File: src/rtl/pipe_hazard_ctrl_pkg.sv
// Shared encodings for the ID/EXE hazard sequencer: opcodes, forwarding selects
// and sequencer states.
package pipe_hazard_ctrl_pkg;

    localparam int         DEF_ASIZE = 5;

    localparam logic [2:0] OP_LOAD = 3'b110;
    localparam logic [2:0] OP_MUL  = 3'b111;

    localparam logic [1:0] FWD_RF  = 2'b00;
    localparam logic [1:0] FWD_EXM = 2'b01;
    localparam logic [1:0] FWD_MWB = 2'b10;

    typedef enum logic {
        ST_RUN   = 1'b0,
        ST_MBUSY = 1'b1
    } state_t;

endpackage

File: src/rtl/pipe_hazard_ctrl_if.sv
// Decoder-side bundle: ID-stage instruction fields in, pipe enables and operand
// selects out.
interface pipe_hazard_ctrl_if
    import pipe_hazard_ctrl_pkg::*;
#(
    parameter int ASIZE = DEF_ASIZE
);
    logic             id_valid;
    logic [2:0]       id_opcode;
    logic [ASIZE-1:0] id_raddr1;
    logic [ASIZE-1:0] id_raddr2;
    logic             id_use_rs2;
    logic [ASIZE-1:0] id_waddr;
    logic             id_wen;

    logic             ifid_hold;
    logic             idexe_hold;
    logic             idexe_bubble;
    logic [1:0]       fwd_a;
    logic [1:0]       fwd_b;
    logic             exe_busy;
    logic [15:0]      stall_cnt;

    modport master (
        output id_valid, id_opcode, id_raddr1, id_raddr2, id_use_rs2, id_waddr, id_wen,
        input  ifid_hold, idexe_hold, idexe_bubble, fwd_a, fwd_b, exe_busy, stall_cnt
    );

    modport slave (
        input  id_valid, id_opcode, id_raddr1, id_raddr2, id_use_rs2, id_waddr, id_wen,
        output ifid_hold, idexe_hold, idexe_bubble, fwd_a, fwd_b, exe_busy, stall_cnt
    );

endinterface

File: src/rtl/pipe_hazard_ctrl_fwd_select.sv
// Per-operand forwarding select and load-use detection against the EXE and MEM
// scoreboard entries.
module fwd_select
    import pipe_hazard_ctrl_pkg::*;
#(
    parameter int ASIZE = DEF_ASIZE
) (
    input  logic [ASIZE-1:0] src,
    input  logic             use_src,
    input  logic             exe_v,
    input  logic [ASIZE-1:0] exe_waddr,
    input  logic             exe_ld,
    input  logic             mem_v,
    input  logic [ASIZE-1:0] mem_waddr,
    output logic [1:0]       sel,
    output logic             load_hazard
);

    logic src_live;
    logic hit_exe;
    logic hit_mem;

    always_comb begin
        src_live    = use_src && (src != '0);
        hit_exe     = src_live && exe_v && (exe_waddr == src);
        hit_mem     = src_live && mem_v && (mem_waddr == src);
        load_hazard = hit_exe && exe_ld;
        sel         = FWD_RF;
        if (hit_exe && !exe_ld) begin
            sel = FWD_EXM;
        end else if (hit_mem) begin
            sel = FWD_MWB;
        end
    end

endmodule

File: src/rtl/pipe_hazard_ctrl.sv
// ID/EXE sequencer: destination scoreboard, registered forwarding selects,
// load-use bubble insertion and multi-cycle multiply hold.
//
//   state    | meaning
//   ST_RUN   | normal issue, one instruction per cycle
//   ST_MBUSY | multiply in EXE; issue slot reopens when cnt reaches 1
module pipe_hazard_ctrl
    import pipe_hazard_ctrl_pkg::*;
#(
    parameter int         ASIZE   = DEF_ASIZE,
    parameter logic [2:0] LOAD_OP = OP_LOAD,
    parameter logic [2:0] MUL_OP  = OP_MUL,
    parameter int         MUL_LAT = 3
) (
    input  logic              clk,
    input  logic              rst,
    pipe_hazard_ctrl_if.slave bus
);

    localparam int CW = $clog2(MUL_LAT + 1);

    typedef struct packed {
        logic             v;
        logic [ASIZE-1:0] waddr;
        logic             ld;
    } exe_ent_t;

    typedef struct packed {
        logic             v;
        logic [ASIZE-1:0] waddr;
    } mem_ent_t;

    state_t      state_q, state_d;
    logic [CW-1:0] cnt_q, cnt_d;
    exe_ent_t    exe_q, exe_d;
    mem_ent_t    mem_q, mem_d;
    logic [1:0]  fwd_a_q, fwd_a_d;
    logic [1:0]  fwd_b_q, fwd_b_d;
    logic [15:0] stall_cnt_q, stall_cnt_d;

    logic [1:0]  sel_a, sel_b;
    logic        haz_a, haz_b;
    logic        issue_slot;
    logic        load_use;
    logic        ifid_hold, idexe_hold, idexe_bubble, exe_busy;

    fwd_select #(.ASIZE(ASIZE)) u_fwd_a (
        .src         (bus.id_raddr1),
        .use_src     (1'b1),
        .exe_v       (exe_q.v),
        .exe_waddr   (exe_q.waddr),
        .exe_ld      (exe_q.ld),
        .mem_v       (mem_q.v),
        .mem_waddr   (mem_q.waddr),
        .sel         (sel_a),
        .load_hazard (haz_a)
    );

    fwd_select #(.ASIZE(ASIZE)) u_fwd_b (
        .src         (bus.id_raddr2),
        .use_src     (bus.id_use_rs2),
        .exe_v       (exe_q.v),
        .exe_waddr   (exe_q.waddr),
        .exe_ld      (exe_q.ld),
        .mem_v       (mem_q.v),
        .mem_waddr   (mem_q.waddr),
        .sel         (sel_b),
        .load_hazard (haz_b)
    );

    // The final multiply cycle doubles as an issue slot so back-to-back work loses nothing.
    assign issue_slot = (state_q == ST_RUN) || (cnt_q == CW'(1));
    assign load_use   = bus.id_valid && issue_slot && (haz_a || haz_b);

    always_comb begin
        state_d      = state_q;
        cnt_d        = cnt_q;
        exe_d        = exe_q;
        mem_d        = '{v: exe_q.v, waddr: exe_q.waddr};
        fwd_a_d      = fwd_a_q;
        fwd_b_d      = fwd_b_q;
        ifid_hold    = 1'b0;
        idexe_hold   = 1'b0;
        idexe_bubble = 1'b0;
        exe_busy     = 1'b0;

        if (issue_slot) begin
            state_d = ST_RUN;
            cnt_d   = '0;
            if (!bus.id_valid) begin
                idexe_bubble = 1'b1;
                exe_d        = '0;
            end else if (load_use) begin
                ifid_hold    = 1'b1;
                idexe_bubble = 1'b1;
                exe_d        = '0;
            end else begin
                exe_d.v     = bus.id_wen && (bus.id_waddr != '0);
                exe_d.waddr = bus.id_waddr;
                exe_d.ld    = (bus.id_opcode == LOAD_OP);
                fwd_a_d     = sel_a;
                fwd_b_d     = sel_b;
                if (bus.id_opcode == MUL_OP) begin
                    state_d = ST_MBUSY;
                    cnt_d   = CW'(MUL_LAT);
                end
            end
        end else begin
            // Multiply still busy: EXE and selects frozen, MEM drains as bubbles.
            ifid_hold  = 1'b1;
            idexe_hold = 1'b1;
            exe_busy   = 1'b1;
            mem_d      = '0;
            cnt_d      = cnt_q - CW'(1);
        end

        stall_cnt_d = stall_cnt_q;
        if (ifid_hold && (stall_cnt_q != 16'hFFFF)) begin
            stall_cnt_d = stall_cnt_q + 16'd1;
        end
    end

    always_ff @(posedge clk or posedge rst) begin
        if (rst) begin
            state_q     <= ST_RUN;
            cnt_q       <= '0;
            exe_q       <= '0;
            mem_q       <= '0;
            fwd_a_q     <= FWD_RF;
            fwd_b_q     <= FWD_RF;
            stall_cnt_q <= '0;
        end else begin
            state_q     <= state_d;
            cnt_q       <= cnt_d;
            exe_q       <= exe_d;
            mem_q       <= mem_d;
            fwd_a_q     <= fwd_a_d;
            fwd_b_q     <= fwd_b_d;
            stall_cnt_q <= stall_cnt_d;
        end
    end

    assign bus.ifid_hold    = ifid_hold;
    assign bus.idexe_hold   = idexe_hold;
    assign bus.idexe_bubble = idexe_bubble;
    assign bus.exe_busy     = exe_busy;
    assign bus.fwd_a        = fwd_a_q;
    assign bus.fwd_b        = fwd_b_q;
    assign bus.stall_cnt    = stall_cnt_q;

endmodule

File: src/flat_wrapper.sv
// flat-port wrapper written by rule: the top's interface ports become plain ports
module pipe_hazard_ctrl_flat import pipe_hazard_ctrl_pkg::*;
#(
    parameter int         ASIZE   = DEF_ASIZE,
    parameter logic [2:0] LOAD_OP = OP_LOAD,
    parameter logic [2:0] MUL_OP  = OP_MUL,
    parameter int         MUL_LAT = 3
)
  (clk, rst, bus_id_valid, bus_id_opcode, bus_id_raddr1, bus_id_raddr2, bus_id_use_rs2, bus_id_waddr, bus_id_wen, bus_ifid_hold, bus_idexe_hold, bus_idexe_bubble, bus_fwd_a, bus_fwd_b, bus_exe_busy, bus_stall_cnt);
  pipe_hazard_ctrl_if #(.ASIZE(ASIZE)) bus_i ();
  input  logic clk;
  input  logic rst;
  input wire logic [$bits(bus_i.id_valid)-1:0] bus_id_valid;
  input wire logic [$bits(bus_i.id_opcode)-1:0] bus_id_opcode;
  input wire logic [$bits(bus_i.id_raddr1)-1:0] bus_id_raddr1;
  input wire logic [$bits(bus_i.id_raddr2)-1:0] bus_id_raddr2;
  input wire logic [$bits(bus_i.id_use_rs2)-1:0] bus_id_use_rs2;
  input wire logic [$bits(bus_i.id_waddr)-1:0] bus_id_waddr;
  input wire logic [$bits(bus_i.id_wen)-1:0] bus_id_wen;
  output wire logic [$bits(bus_i.ifid_hold)-1:0] bus_ifid_hold;
  output wire logic [$bits(bus_i.idexe_hold)-1:0] bus_idexe_hold;
  output wire logic [$bits(bus_i.idexe_bubble)-1:0] bus_idexe_bubble;
  output wire logic [$bits(bus_i.fwd_a)-1:0] bus_fwd_a;
  output wire logic [$bits(bus_i.fwd_b)-1:0] bus_fwd_b;
  output wire logic [$bits(bus_i.exe_busy)-1:0] bus_exe_busy;
  output wire logic [$bits(bus_i.stall_cnt)-1:0] bus_stall_cnt;
  assign bus_i.id_valid = bus_id_valid;
  assign bus_i.id_opcode = bus_id_opcode;
  assign bus_i.id_raddr1 = bus_id_raddr1;
  assign bus_i.id_raddr2 = bus_id_raddr2;
  assign bus_i.id_use_rs2 = bus_id_use_rs2;
  assign bus_i.id_waddr = bus_id_waddr;
  assign bus_i.id_wen = bus_id_wen;
  assign bus_ifid_hold = bus_i.ifid_hold;
  assign bus_idexe_hold = bus_i.idexe_hold;
  assign bus_idexe_bubble = bus_i.idexe_bubble;
  assign bus_fwd_a = bus_i.fwd_a;
  assign bus_fwd_b = bus_i.fwd_b;
  assign bus_exe_busy = bus_i.exe_busy;
  assign bus_stall_cnt = bus_i.stall_cnt;
  pipe_hazard_ctrl #(.ASIZE(ASIZE), .LOAD_OP(LOAD_OP), .MUL_OP(MUL_OP), .MUL_LAT(MUL_LAT)) u_core (.clk(clk), .rst(rst), .bus(bus_i));
endmodule
File: config.mk
export PLATFORM = sky130hd
export DESIGN_NAME = pipe_hazard_ctrl_flat
export DESIGN_NICKNAME = d
export VERILOG_FILES = /design/src/rtl/pipe_hazard_ctrl_pkg.sv /design/src/rtl/pipe_hazard_ctrl_if.sv /design/src/rtl/pipe_hazard_ctrl_fwd_select.sv /design/src/rtl/pipe_hazard_ctrl.sv /design/src/flat_wrapper.sv
export SDC_FILE = /design/constraint.sdc
export NUM_CORES = 1
export LEC_CHECK = 0
export BUFFER_PORTS_ARGS = -buffer_cell sky130_fd_sc_hd__buf_2
export CAP_MARGIN = 20
export CORE_UTILIZATION = 53
export DETAILED_ROUTE_END_ITERATION = 16
export PLACE_DENSITY_LB_ADDON = 0.3
export SYNTH_ARGS = -nofsm -noshare
export SYNTH_HDL_FRONTEND = slang
export SYNTH_HIERARCHICAL = 1
export SYNTH_SLANG_ARGS = --single-unit
File: constraint.sdc
create_clock -name clk -period 2.58 [get_ports clk]
set_input_delay 0.258 -clock clk [delete_from_list [all_inputs] [get_ports clk]]
set_output_delay 0.258 -clock clk [all_outputs]
set_load 0.01 [all_outputs]
== Word level (Yosys, flattened, before mapping) ==
Index checks and enable logic that the tools add are counted.
Operators by class
  $add $sub $neg: 2
  eq/ne operators: 8
  mux-type cells: 20
  bitwise gates (word level): 2
  reductions and logical operators: 24
Operator list (number)
  equality test 5 bit: 4
  logical AND 1 bit: 17
  adder 16 x 1 -> 16 bit, second input constant: 1
  2-to-1 mux 2 bit: 8
  != test 16 bit, second input constant: 1
  nonzero test 5 bit: 3
  2-to-1 mux 7 bit: 2
  2-to-1 mux 1 bit: 9
  equality test 3 bit, second input constant: 2
  2-to-1 mux 6 bit: 1
  AND reduction 3 bit: 1
  equality test 2 x 1 -> 1 bit, second input constant: 1
  logical OR 1 bit: 2
  NOT 1 bit: 2
  subtractor 2 x 1 -> 2 bit, second input constant: 1
  zero test 1 bit: 1
Storage, ports and cells
  register bits: 36
  input bits: 23
  word-level logic and storage cells: 66

== Logic depth before layout (Yosys ltp) ==
Gate-level depths: netlist of the first run.
  depth after elaboration: 11
  gate-level depth with buffers: 9
  mapped depth without buffers: 8

== Hierarchy ==
Netlist of the first run, hierarchy kept.
By module, submodules not included
  pipe_hazard_ctrl: instances 1, cells each 131, area each 1554.0 um2
  fwd_select: instances 2, cells each 23, area each 180.2 um2

== Least setup slack after synthesis of the first run ==
No wires, ideal clock.
  path type: input to register
  from: in bus_id_raddr2[1]
  to: reg u_core.stall_cnt_q[1] (netlist: u_core/bus.stall_cnt[1])
  data arrival time: 2169 ps
  required time: 2455 ps
  slack: 286 ps
  stages on the path: 7
  path buffers: 0
  cells stage by stage: or4_4 > o21ai_4 > nor4_1 > o21ai_0 > nand2_1 > o31a_1 > mux2_4
On the way
  cells in the longest elaborated chain, start to end: 11
RTL lines
  start: declaration: RTL line flat_wrapper.sv:16  | input wire logic [$bits(bus_i.id_raddr2)-1:0] bus_id_raddr2;
  nonzero test 5 bit: RTL line pipe_hazard_ctrl_fwd_select.sv:24  | src_live = use_src && (src != '0);
  logical AND 1 bit: RTL line pipe_hazard_ctrl_fwd_select.sv:24
  logical AND 1 bit: RTL line pipe_hazard_ctrl_fwd_select.sv:25  | hit_exe = src_live && exe_v && (exe_waddr == src);
  logical AND 1 bit (*): RTL line pipe_hazard_ctrl_fwd_select.sv:25
  logical AND 1 bit (*): RTL line pipe_hazard_ctrl_fwd_select.sv:27  | load_hazard = hit_exe && exe_ld;
  named net u_core.haz_b: RTL line pipe_hazard_ctrl.sv:42  | logic haz_a, haz_b;
  logical OR 1 bit (*): RTL line pipe_hazard_ctrl.sv:73  | assign load_use = bus.id_valid && issue_slot && (haz_a || haz_b);
  logical AND 1 bit (*): RTL line pipe_hazard_ctrl.sv:73
  2-to-1 mux 1 bit (*): RTL line pipe_hazard_ctrl.sv:93  | end else if (load_use) begin
  2-to-1 mux 1 bit (*): RTL line pipe_hazard_ctrl.sv:90  | if (!bus.id_valid) begin
  2-to-1 mux 1 bit (*): RTL line pipe_hazard_ctrl.sv:87  | if (issue_slot) begin
  named net bus_ifid_hold: RTL line flat_wrapper.sv:20  | output wire logic [$bits(bus_i.ifid_hold)-1:0] bus_ifid_hold;
  logical AND 1 bit (*): RTL line pipe_hazard_ctrl.sv:118  | if (ifid_hold && (stall_cnt_q != 16'hFFFF)) begin
  end signal: assignment: RTL line pipe_hazard_ctrl.sv:139  | stall_cnt_q <= stall_cnt_d;
  end: declaration: RTL line pipe_hazard_ctrl.sv:39  | logic [15:0] stall_cnt_q, stall_cnt_d;
Mark *: on every way through the listed nets, which the timed path passes. The rest lies on a longest branch.
A chain may end at the register's enable or synchronous reset.

== Final worst setup path of the first run ==
  from: reg u_core/exe_q[4] (netlist name)
  to: reg u_core.stall_cnt_q[7] (netlist: u_core/bus.stall_cnt[7])
On the way
  cells in the longest elaborated chain, start to end: 9
RTL lines
  start: declaration: RTL line pipe_hazard_ctrl.sv:35  | exe_ent_t exe_q, exe_d;
  start signal: assignment: RTL line pipe_hazard_ctrl.sv:127  | exe_q <= '0;
  start signal: assignment: RTL line pipe_hazard_ctrl.sv:135  | exe_q <= exe_d;
  equality test 5 bit: RTL line pipe_hazard_ctrl_fwd_select.sv:25
  logical AND 1 bit: RTL line pipe_hazard_ctrl_fwd_select.sv:25
  logical AND 1 bit: RTL line pipe_hazard_ctrl_fwd_select.sv:27
  named net u_core.haz_b: RTL line pipe_hazard_ctrl.sv:42
  logical OR 1 bit: RTL line pipe_hazard_ctrl.sv:73
  logical AND 1 bit: RTL line pipe_hazard_ctrl.sv:73
  2-to-1 mux 1 bit: RTL line pipe_hazard_ctrl.sv:93
  2-to-1 mux 1 bit: RTL line pipe_hazard_ctrl.sv:90
  2-to-1 mux 1 bit: RTL line pipe_hazard_ctrl.sv:87
  logical AND 1 bit: RTL line pipe_hazard_ctrl.sv:118
The timed path passes the listed nets, and every way through them passes these cells.

==> reports/qor.csv, run 1 <==
metric,value,unit
numClockSinks,36,
crit_fanout,6,
ys_async_sr_fraction,100.0,%
cts_buffer_depth,2,
hpwl,2956,um
status,"finished, final reports clean",
hold_viol_final,0,
synth_flop_cell,dfrtp_1,
hold_path_class,in2reg,
netlist_area,1914,um2
drtIter0Drc,81,
final_common_cell,buf_2,
placedCellCount,270,
drive_gt1_share,33.91,%
start_util,56.48,%
pwr_density_cell,845.1,nW/um2
syn_nets,202,
required,2810,ps
stdcell_count,279,
hold_slack,88.07,ps
row_count,21,
synth.ff_latch_count,36,
cts_tree,yes,
clkLatencyLatePin,350,ps
criticalPathCategory,reg2reg,
grt_overflow,0,
htree_levels,2,
cts-root-buf,clkbuf_4,
period_share,90.06,%
maxSlewViolCount,0,
slew-limit-headroom,53.57,%
syn_avg_cell_area,10.82,um2
cap_viol_max_count,0,
min_period,2324,ps
pin_count,47,
cp-start-kind,flop,
power_leakage,1.101,nW
antenna_cells,0,
drc_errors,0,
cts_buffers,5,
cp_slowest_stage_delay,470,ps
slowest_stage,dfrtp_1,
num_vias,1566,
finalClockSkew,12.31,ps
setup_viol,0,
layout_common_cells,"buf_2 (46), dfrtp_1 (36), xnor2_1 (14)",
grt_pass1_wl,7031,um
postRouteAntennaNets,0,
drt_wl_total,4016,um
vias_per_cell,5.613,
vdd_drop_max,668.5,uV
die_area,3856,um2
finalWeightedCongestion,0.8665,
gr-usage-all-layers,23.63,%
antenna_found_initial,0,
tns,0,ps
cp_num_buf_inv,1,
crit_path_frequent_cell,xnor2_1,
synth-edff-count,0,
wl_per_cell,14.39,um
die_h,62.10,um
core_area,3390,um2
nets,257,
worstPathCellList,"xnor2_1, o21ai_1, nor4_2, o21ai_0, buf_4, a211oi_4, nand4b_1, xnor2_1",
synthDistinctLibCells,41,
cts.clk_slew.worst_paths,120,ps
syn_to_final_growth,22.22,%
netlist_instances,177,
max_freq,430.4,MHz
grt_max_degree,37,
critPathTopFamily,compound AO/OA/AOI/OAI gates,
io_buffer_count,46,
grt_pass1_vias,1481,
max_slew.worst_pin.slew,690.1,ps
fp.dieW,62.10,um
first_pass_iters,4,
yosysWarnings,6,
grt_setup_unrepaired,false,
cp.arrival,2560,ps
endpoint_kind,flop,
synth_seq_area_share,47.06,%
## final cells by class
type                       instances  area, um2
clock buffer                       5      37.54
clock inverter                     3      42.54
fill                             260       1050
inverter                           5      18.77
multi-input combinational        133       1012
sequential                        36      900.9
tap                               46      57.56
timing repair buffer              51      270.3
## cell usage after synthesis, types with 3 or more instances
library cell | number | area share [%]
dfrtp_1 | 36 | 47
a21oi_1 | 7 | 1.8
xor2_1 | 13 | 5.9
and2_1 | 6 | 2.0
inv_1 | 4 | 0.78
a22o_1 | 5 | 2.3
nand2b_1 | 4 | 1.3
and3_1 | 6 | 2.0
nand3_1 | 11 | 2.9
o21ai_0 | 3 | 0.78
mux2_2 | 4 | 2.4
nand4b_1 | 3 | 1.4
a31oi_1 | 5 | 1.6
nor4_1 | 5 | 1.6
nor2_1 | 6 | 1.2
xnor2_1 | 14 | 6.4
nand2_1 | 10 | 2.0
## report_power, final
part           internal (mW)  switching, mW
sequential             0.704          0.165
clock                  0.202          0.203
combinational          0.314          0.389
total                   1.22          0.758
## cells by family after synthesis
group           count (synthesis)  share of synthesized area (%)
compound gates                 31                          12.42
xor+xnor                       27                          12.35
fa+ha+maj                       2                          1.307
buf+inv                         8                          1.765
flops                          36                          47.06
mux                             5                          3.137
other cells                     1                         0.1959
simple gates                   67                          21.76
## state kept, by name, indices dropped and copies added (netlist names)
signal / cells
u_core/bus.stall_cnt: 16
u_core/bus.fwd_a: 2
u_core/state_q: 1
u_core/exe_q: 7
u_core/bus.fwd_b: 2
u_core/mem_q: 6
u_core/cnt_q: 2
## what timing repair did
| item | CTS | global route |
|---|---|---|
| hold endpoints to repair | 29 | 0 |
| resized for setup | 0 | 4 |
| buffers inserted | 0 | 0 |
| setup endpoints to repair | 0 | 9 |
| hold buffers | 1 | 0 |
## through the flow
stage | setup slack, ps | util [%] | power, mW | cell area (um2)
after detailed placement | 192.7 | 65.41 | 1.559 | 2217
after CTS | 160.8 | 68.07 | 1.967 | 2307
final | 256.5 | 69.03 | 1.977 | 2340
after floorplan | 285.5 | - | 1.320 | 1914
after global routing | 22.93 | 69.03 | 2.112 | 2340
after global placement | 226.7 | 65.41 | 1.541 | 2217
## final timing paths
| check | startpoint | endpoint | slack (ps) | cells after the start |
|---|---|---|---|---|
| min in group asynchronous | rst | u_core/exe_q[6] | 540 | 4 |
| setup / recovery | u_core/exe_q[4] | u_core/bus.stall_cnt[7] | 260 | 8 |
| hold / removal | bus_id_opcode[0] | u_core/exe_q[0] | 90 | 2 |
| hold reg to reg | u_core/cnt_q[0] | u_core/cnt_q[0] | 480 | 1 |
| max in group asynchronous | rst | u_core/bus.stall_cnt[2] | 1710 | 4 |
| setup reg to reg | u_core/exe_q[4] | u_core/bus.stall_cnt[7] | 260 | 8 |
## routing by layer
layer,up-vias,track usage (%),routed length (um)
li1,750,-,-
met1,755,33.13,1946
met2,52,34.75,1763
met3,9,7.169,243
met4,0,8.430,63
met5,-,0,0
No activity file was read; power rests on OpenSTA's default activity.
==> run 2: changes to the inputs <==
Settings changed: CORE_UTILIZATION 53 to 57.
Clock period 2.58 ns to 2.9 ns, I/O delays scaled along.
==> reports/qor.csv, run 2 (synthesis gave the netlist of run 1 again) <==
metric,value,unit,change
criticalPathCategory,reg2reg,,unchanged
power_leakage,1.077,nW,was 1.101 nW
cts_buffer_depth,2,,unchanged
gr-usage-all-layers,26.44,%,was 23.63%
post_cts_buffers,0,,unchanged
row_count,20,,was 21
drive_gt1_share,32.17,%,was 33.91%
start_util,61.20,%,was 56.48%
cts-root-buf,clkbuf_4,,unchanged
num_vias,1628,,was 1566
first_pass_iters,4,,unchanged
hold_path_class,in2async,,was in2reg
core_area,3128,um2,was 3390 um2
postRouteAntennaNets,0,,unchanged
grt_overflow,0,,unchanged
setup_viol,0,,unchanged
cp_slowest_stage_delay,550,ps,was 470 ps
endpoint_kind,flop,,unchanged
grt_pass1_wl,7017,um,was 7031 um
crit_fanout,4,,was 6
grt_max_degree,37,,unchanged
cap_viol_max_count,0,,unchanged
dp_slack,509.7,ps,was 192.7 ps
endpoint,u_core/bus.stall_cnt[12],,was u_core/bus.stall_cnt[7]
tns,0,ps,unchanged
finalClockSkew,6.081,ps,was 12.31 ps
io_buffer_count,46,,unchanged
vdd_drop_max,567.5,uV,was 668.5 uV
drc_errors,0,,unchanged
maxSlewViolCount,0,,unchanged
hold_viol_final,0,,unchanged
vias_per_cell,5.942,,was 5.613
multi_input_area,979.7,um2,was 1012 um2
postCtsHoldBufs,0,,was 1
crit_path_frequent_cell,nand3_1,,was xnor2_1
grt_setup_unrepaired,false,,unchanged
cp.arrival,2660,ps,was 2560 ps
wl_per_cell,15.30,um,was 14.39 um
antenna_cells,0,,unchanged
worstPathCellList,"xnor2_1, nand3_1, nor4_1, o21ai_0, buf_4, a2111oi_2, nand3_1, o21a_1",,"was xnor2_1, o21ai_1, nor4_2, o21ai_0, buf_4, a211oi_4, nand4b_1, xnor2_1"
rr_worst_depth,8,,unchanged
cts_buffers,5,,unchanged
nFillCells,227,,was 260
grt_pass1_vias,1584,,was 1481
cp_num_buf_inv,1,,unchanged
slowest_stage,a2111oi_2,,was dfrtp_1
period_share,83.34,%,was 90.06%
ctsResizeCount,0,,unchanged
largest_reg_flops,16,,unchanged
drt_wl_total,4193,um,was 4016 um
pwr_density_cell,737.1,nW/um2,was 845.1 nW/um2
syn_to_final_growth,18.17,%,was 22.22%
reg2reg_from,u_core/exe_q[2],,was u_core/exe_q[4]
numClockSinks,36,,unchanged
clkLatencyLatePin,330,ps,was 350 ps
seq_area,900.9,um2,unchanged
power.total,1.668,mW,was 1.977 mW
die_area,3594,um2,was 3856 um2
final_common_cell,buf_2,,unchanged
required,3140,ps,was 2810 ps
cp-start-kind,flop,,unchanged
reg2reg_to,u_core/bus.stall_cnt[12],,was u_core/bus.stall_cnt[7]
layout_common_cells,"buf_2 (46), dfrtp_1 (36), xnor2_1 (14)",,unchanged
cts_tree,yes,,unchanged
pin_count,47,,unchanged
cts.clk_slew.worst_paths,110,ps,was 120 ps
antenna_found_initial,0,,unchanged
max_freq,413.7,MHz,was 430.4 MHz
hpwl,3197,um,was 2956 um
final_core_util,72.32,%,was 69.03%
finalWeightedCongestion,0.8910,,was 0.8665
rrSetupSlack,480,ps,was 260 ps
critPathTopFamily,compound AO/OA/AOI/OAI gates,,unchanged
cp_num_cells,8,,unchanged
min_period,2417,ps,was 2324 ps
fp.dieW,59.95,um,was 62.10 um
drtIter0Drc,116,,was 81
setup_ws,483.1,ps,was 256.5 ps
max_slew.worst_pin.slew,559.9,ps,was 690.1 ps
die_h,59.95,um,was 62.10 um
startpoint,u_core/exe_q[2],,was u_core/exe_q[4]
nets,254,,was 257
htree_levels,2,,unchanged
slew-limit-headroom,62.33,%,was 53.57%
status,"finished, final reports clean",,unchanged
-- run 2: changes by cell type in the layout (fill, tap and decap cells not counted), sizes merged --
| cell | delta |
|---|---|
| buf | -2 |
| bufinv | -1 |
| clkbuf | +2 |
| clkinv | -1 |
| dlygate4sd3 | -1 |
-- run 2: layout make-up --
type                    count  share of cell area (%)
multi-input cells         133                   43.31
flip-flops and latches     36                   39.82
repair buffers             48                   10.84
clock buffers               7                   2.434
well taps                  44                   2.434
inverters                   5                  0.8296
clock inverters             1                  0.3319
-- run 2: report_power, final --
group          switching [mW]  internal, mW  total (mW)
logic                   0.350         0.263       0.613
clock network           0.167         0.119       0.286
registers               0.142         0.626       0.768
total                   0.659          1.01        1.67
-- run 2: worst reg2reg max path, cell delays in order, from the launching register on --
cell and delay, ps:
dfrtp_1 450, xnor2_1 200, nand3_1 150, nor4_1 360, o21ai_0 160, buf_4 180
a2111oi_2 550, nand3_1 140, o21a_1 120
-- run 2: how the worst min path moves through the flow --
stage,to,slack [ps],depth (start not counted)
after CTS,u_core/bus.stall_cnt[8],50,3
after global routing,u_core/bus.stall_cnt[1],60,3
final,u_core/cnt_q[1],30,3
after detailed placement,u_core/bus.stall_cnt[1],420,3
after global placement,u_core/cnt_q[1],400,3
after floorplan,u_core/exe_q[0],400,1
-- run 2: stage by stage --
step | area [um2] | instances | hold WS [ps]
global placement | 2200 | 266 | 396.3
detailed placement | 2200 | 266 | 419.8
finish | 2262 | 274 | 32.17
global route | 2262 | 274 | 60.17
floorplan | 1914 | 177 | 397.3
CTS | 2262 | 274 | 45.55
-- run 2: layer usage --
layer	track usage [%]	share of wire, %	vias to the layer above
li1	-	-	745
met1	33.71	42	780
met2	43.17	48	88
met3	6.926	7.6	15
met4	9.635	1.6	0
met5	0	0	-
==> run 3: changes to the inputs <==
Settings changed: ABC_AREA set to 1, CORE_UTILIZATION 57 to 49.
Clock period 2.9 ns to 2 ns, I/O delays scaled along.
==> reports/qor.csv, run 3 <==
metric,value,unit,change
antenna_cells,0,,unchanged
cap_viol_max_count,0,,unchanged
cts_tree,yes,,unchanged
yosysMostFrequentCell,nand2_1,,was dfrtp_1
num_vias,2307,,was 1628
yosysWarnings,6,,unchanged
vdd_drop_max,679.7,uV,was 567.5 uV
grt_pass1_wl,9453,um,was 7017 um
status,"complete, but fails checks",,"was finished, final reports clean"
row_count,24,,was 20
pwr_density_cell,1088,nW/um2,was 737.1 nW/um2
layout_common_cells,"nand2_1 (108), inv_1 (48), buf_2 (45)",,"was buf_2 (46), dfrtp_1 (36), xnor2_1 (14)"
power_leakage,1.527,nW,was 1.077 nW
cts-root-buf,clkbuf_8,,was clkbuf_4
min_period,2001,ps,
core_area,4414,um2,was 3128 um2
ys_async_sr_fraction,100.0,%,unchanged
startpoint,u_core/exe_q[2],,unchanged
die_area,4937,um2,was 3594 um2
netlist_instances,336,,was 177
grt_max_degree,37,,unchanged
synth_top_cells_by_area,"dfrtp_1 (39%), nand2_1 (18%), nor2_1 (8.1%)",,"was dfrtp_1 (47%), xnor2_1 (6.4%), xor2_1 (5.9%)"
grt_overflow,0,,unchanged
clkLatencyLatePin,280,ps,was 330 ps
start_util,51.73,%,was 61.20%
synth.ff_latch_count,36,,unchanged
cp-start-kind,flop,,unchanged
htree_levels,2,,unchanged
wl_per_cell,12.30,um,was 15.30 um
synth_flop_cell,dfrtp_1,,unchanged
maxSlewViolCount,0,,unchanged
grt_setup_unrepaired,true,,was false
finalClockSkew,5.818,ps,was 6.081 ps
final_core_util,64.14,%,was 72.32%
required,1800,ps,was 3140 ps
period_share,100.1,%,
pin_count,47,,unchanged
postCtsHoldBufs,0,,unchanged
largest_reg_flops,16,,unchanged
hold_slack,5.811,ps,was 32.17 ps
setup_viol,1,,was 0
syn_to_final_growth,24.00,%,was 18.17%
postRouteAntennaNets,0,,unchanged
hold_viol_final,0,,unchanged
violations,negative setup slack,,
cts_buffer_depth,2,,unchanged
first_pass_iters,4,,unchanged
setup_ws,-1.183,ps,was 483.1 ps
antenna_found_initial,0,,unchanged
cts.clk_slew.worst_paths,70,ps,was 110 ps
drc_errors,0,,unchanged
grt_pass1_vias,2216,,was 1584
drive_gt1_share,26.80,%,was 32.17%
numClockSinks,36,,unchanged
max_freq,499.7,MHz,
synth_top_cell_by_area,dfrtp_1,,unchanged
drtIter0Drc,82,,was 116
cp.arrival,1800,ps,was 2660 ps
cts_buffers,5,,unchanged
synth-edff-count,0,,unchanged
synth_commonest_cells,"nand2_1 (110), nor2_1 (49), inv_1 (48)",,"was dfrtp_1 (36), xnor2_1 (14), xor2_1 (13)"
final_common_cell,nand2_1,,was buf_2
gr-usage-all-layers,24.21,%,was 26.44%
synthDistinctLibCells,25,,was 41
die_h,70.27,um,was 59.95 um
fp.dieW,70.27,um,was 59.95 um
syn_avg_cell_area,6.796,um2,was 10.82 um2
io_buffer_count,46,,unchanged
vias_per_cell,5.070,,was 5.942
nets,428,,was 254
drt_wl_total,5595,um,was 4193 um
hpwl,4191,um,was 3197 um
syn_nets,361,,was 202
criticalPathCategory,reg2out,,was reg2reg
synth_seq_area_share,39.45,%,was 47.06%
netlist_area,2283,um2,was 1914 um2
hold_path_class,in2async,,unchanged
crit_fanout,5,,was 4
reg2reg_from,u_core/exe_q[2],,unchanged
finalWeightedCongestion,0.8256,,was 0.8910
endpoint_kind,primary output,,was flop
synth_top_area_share,39.45,%,was 47.06%
==> run 3: cell types whose count changed in the layout (fill, tap and decap cells not counted), sizes merged, moves of 6 or more <==
cell	change
nand3	+9
xnor2	-11
o21ai	+10
and2	-6
nor4	-7
inv	+49
nor2	+50
and3	-6
nand2	+106
a21oi	-6
buf	+17
==> run 3: kinds of logic (layout without fill, tap and decap cells) <==
logic type               after synthesis  count (layout)  share of synthesized area, %
XOR/XNOR                              11              11                         4.220
flip-flops                            36              36                         39.45
buffers and inverters                 59             126                         10.30
other                                  1               1                        0.1642
AND/OR/NAND/NOR                      203             203                         37.97
adder cells (fa/ha/maj)                2               2                         1.096
AO/OA/AOI/OAI                         24              24                         6.795
==> run 3: final timing paths <==
kind | end | slack [ps] | depth (start not counted)
max | bus_ifid_hold | -1 | 11
min | u_core/bus.stall_cnt[4] | 6 | 3
max reg2reg | u_core/bus.stall_cnt[12] | 80 | 15
min reg2reg | u_core/bus.fwd_b[0] | 480 | 2
max in group asynchronous | u_core/exe_q[4] | 1650 | 3
min in group clk | u_core/exe_q[0] | 110 | 2
==> run 3: report_power, final <==
part	switching [mW]	total [mW]	internal, mW
combinational	0.788	1.37	0.581
clock	0.247	0.554	0.307
sequential	0.228	1.16	0.930
total	1.26	3.08	1.82
==> run 3: routing by layer <==
layer  global-route usage (%)  up-vias  share of wire, %
li1                         -     1160                 -
met1                    29.40     1072                43
met2                    42.33       66                51
met3                    5.195        9               5.1
met4                    8.000        0               1.3
met5                        0        -                 0
==> run 3: layout make-up <==
cell class                      count  area, um2
Sequential cell                    36      902.1
Clock buffer                        7      96.34
Tap cell                           52      65.06
Inverter                           54      202.7
Timing Repair Buffer               65      395.4
Multi-Input combinational cell    241       1170
Fill cell                         395       1583
==> run 3: repair_timing <==
| action | in CTS | in global routing |
|---|---|---|
| resized for setup | 3 | 9 |
| gates cloned | 0 | 0 |
| endpoints found under the setup margin | 1 | 18 |
| pin swaps | 4 | 12 |
| setup buffers | 9 | 3 |
==> run 3: worst max-delay path: stages (launching register included) <==
cell	delay (ps)
dfrtp_1	430
nand2_1	110
nand2_2	60
nor2_2	100
nand2_1	70
nor2_2	130
nand2_1	70
nor2_2	130
nor2_2	70
o21ai_2	150
buf_6	120
buf_6	90
==> run 3: through the flow <==
stage	setup slack, ps	TNS (ps)	cells	cell area [um2]	power [mW]
finish	-1.183	-1.183	455	2831	3.080
global route	-127.3	-449.3	455	2831	3.314
detailed placement	129.6	0	436	2611	2.417
CTS	-46.00	-46.00	452	2788	3.031
global placement	216.1	0	436	2611	2.360
floorplan	306.7	0	336	2283	1.960
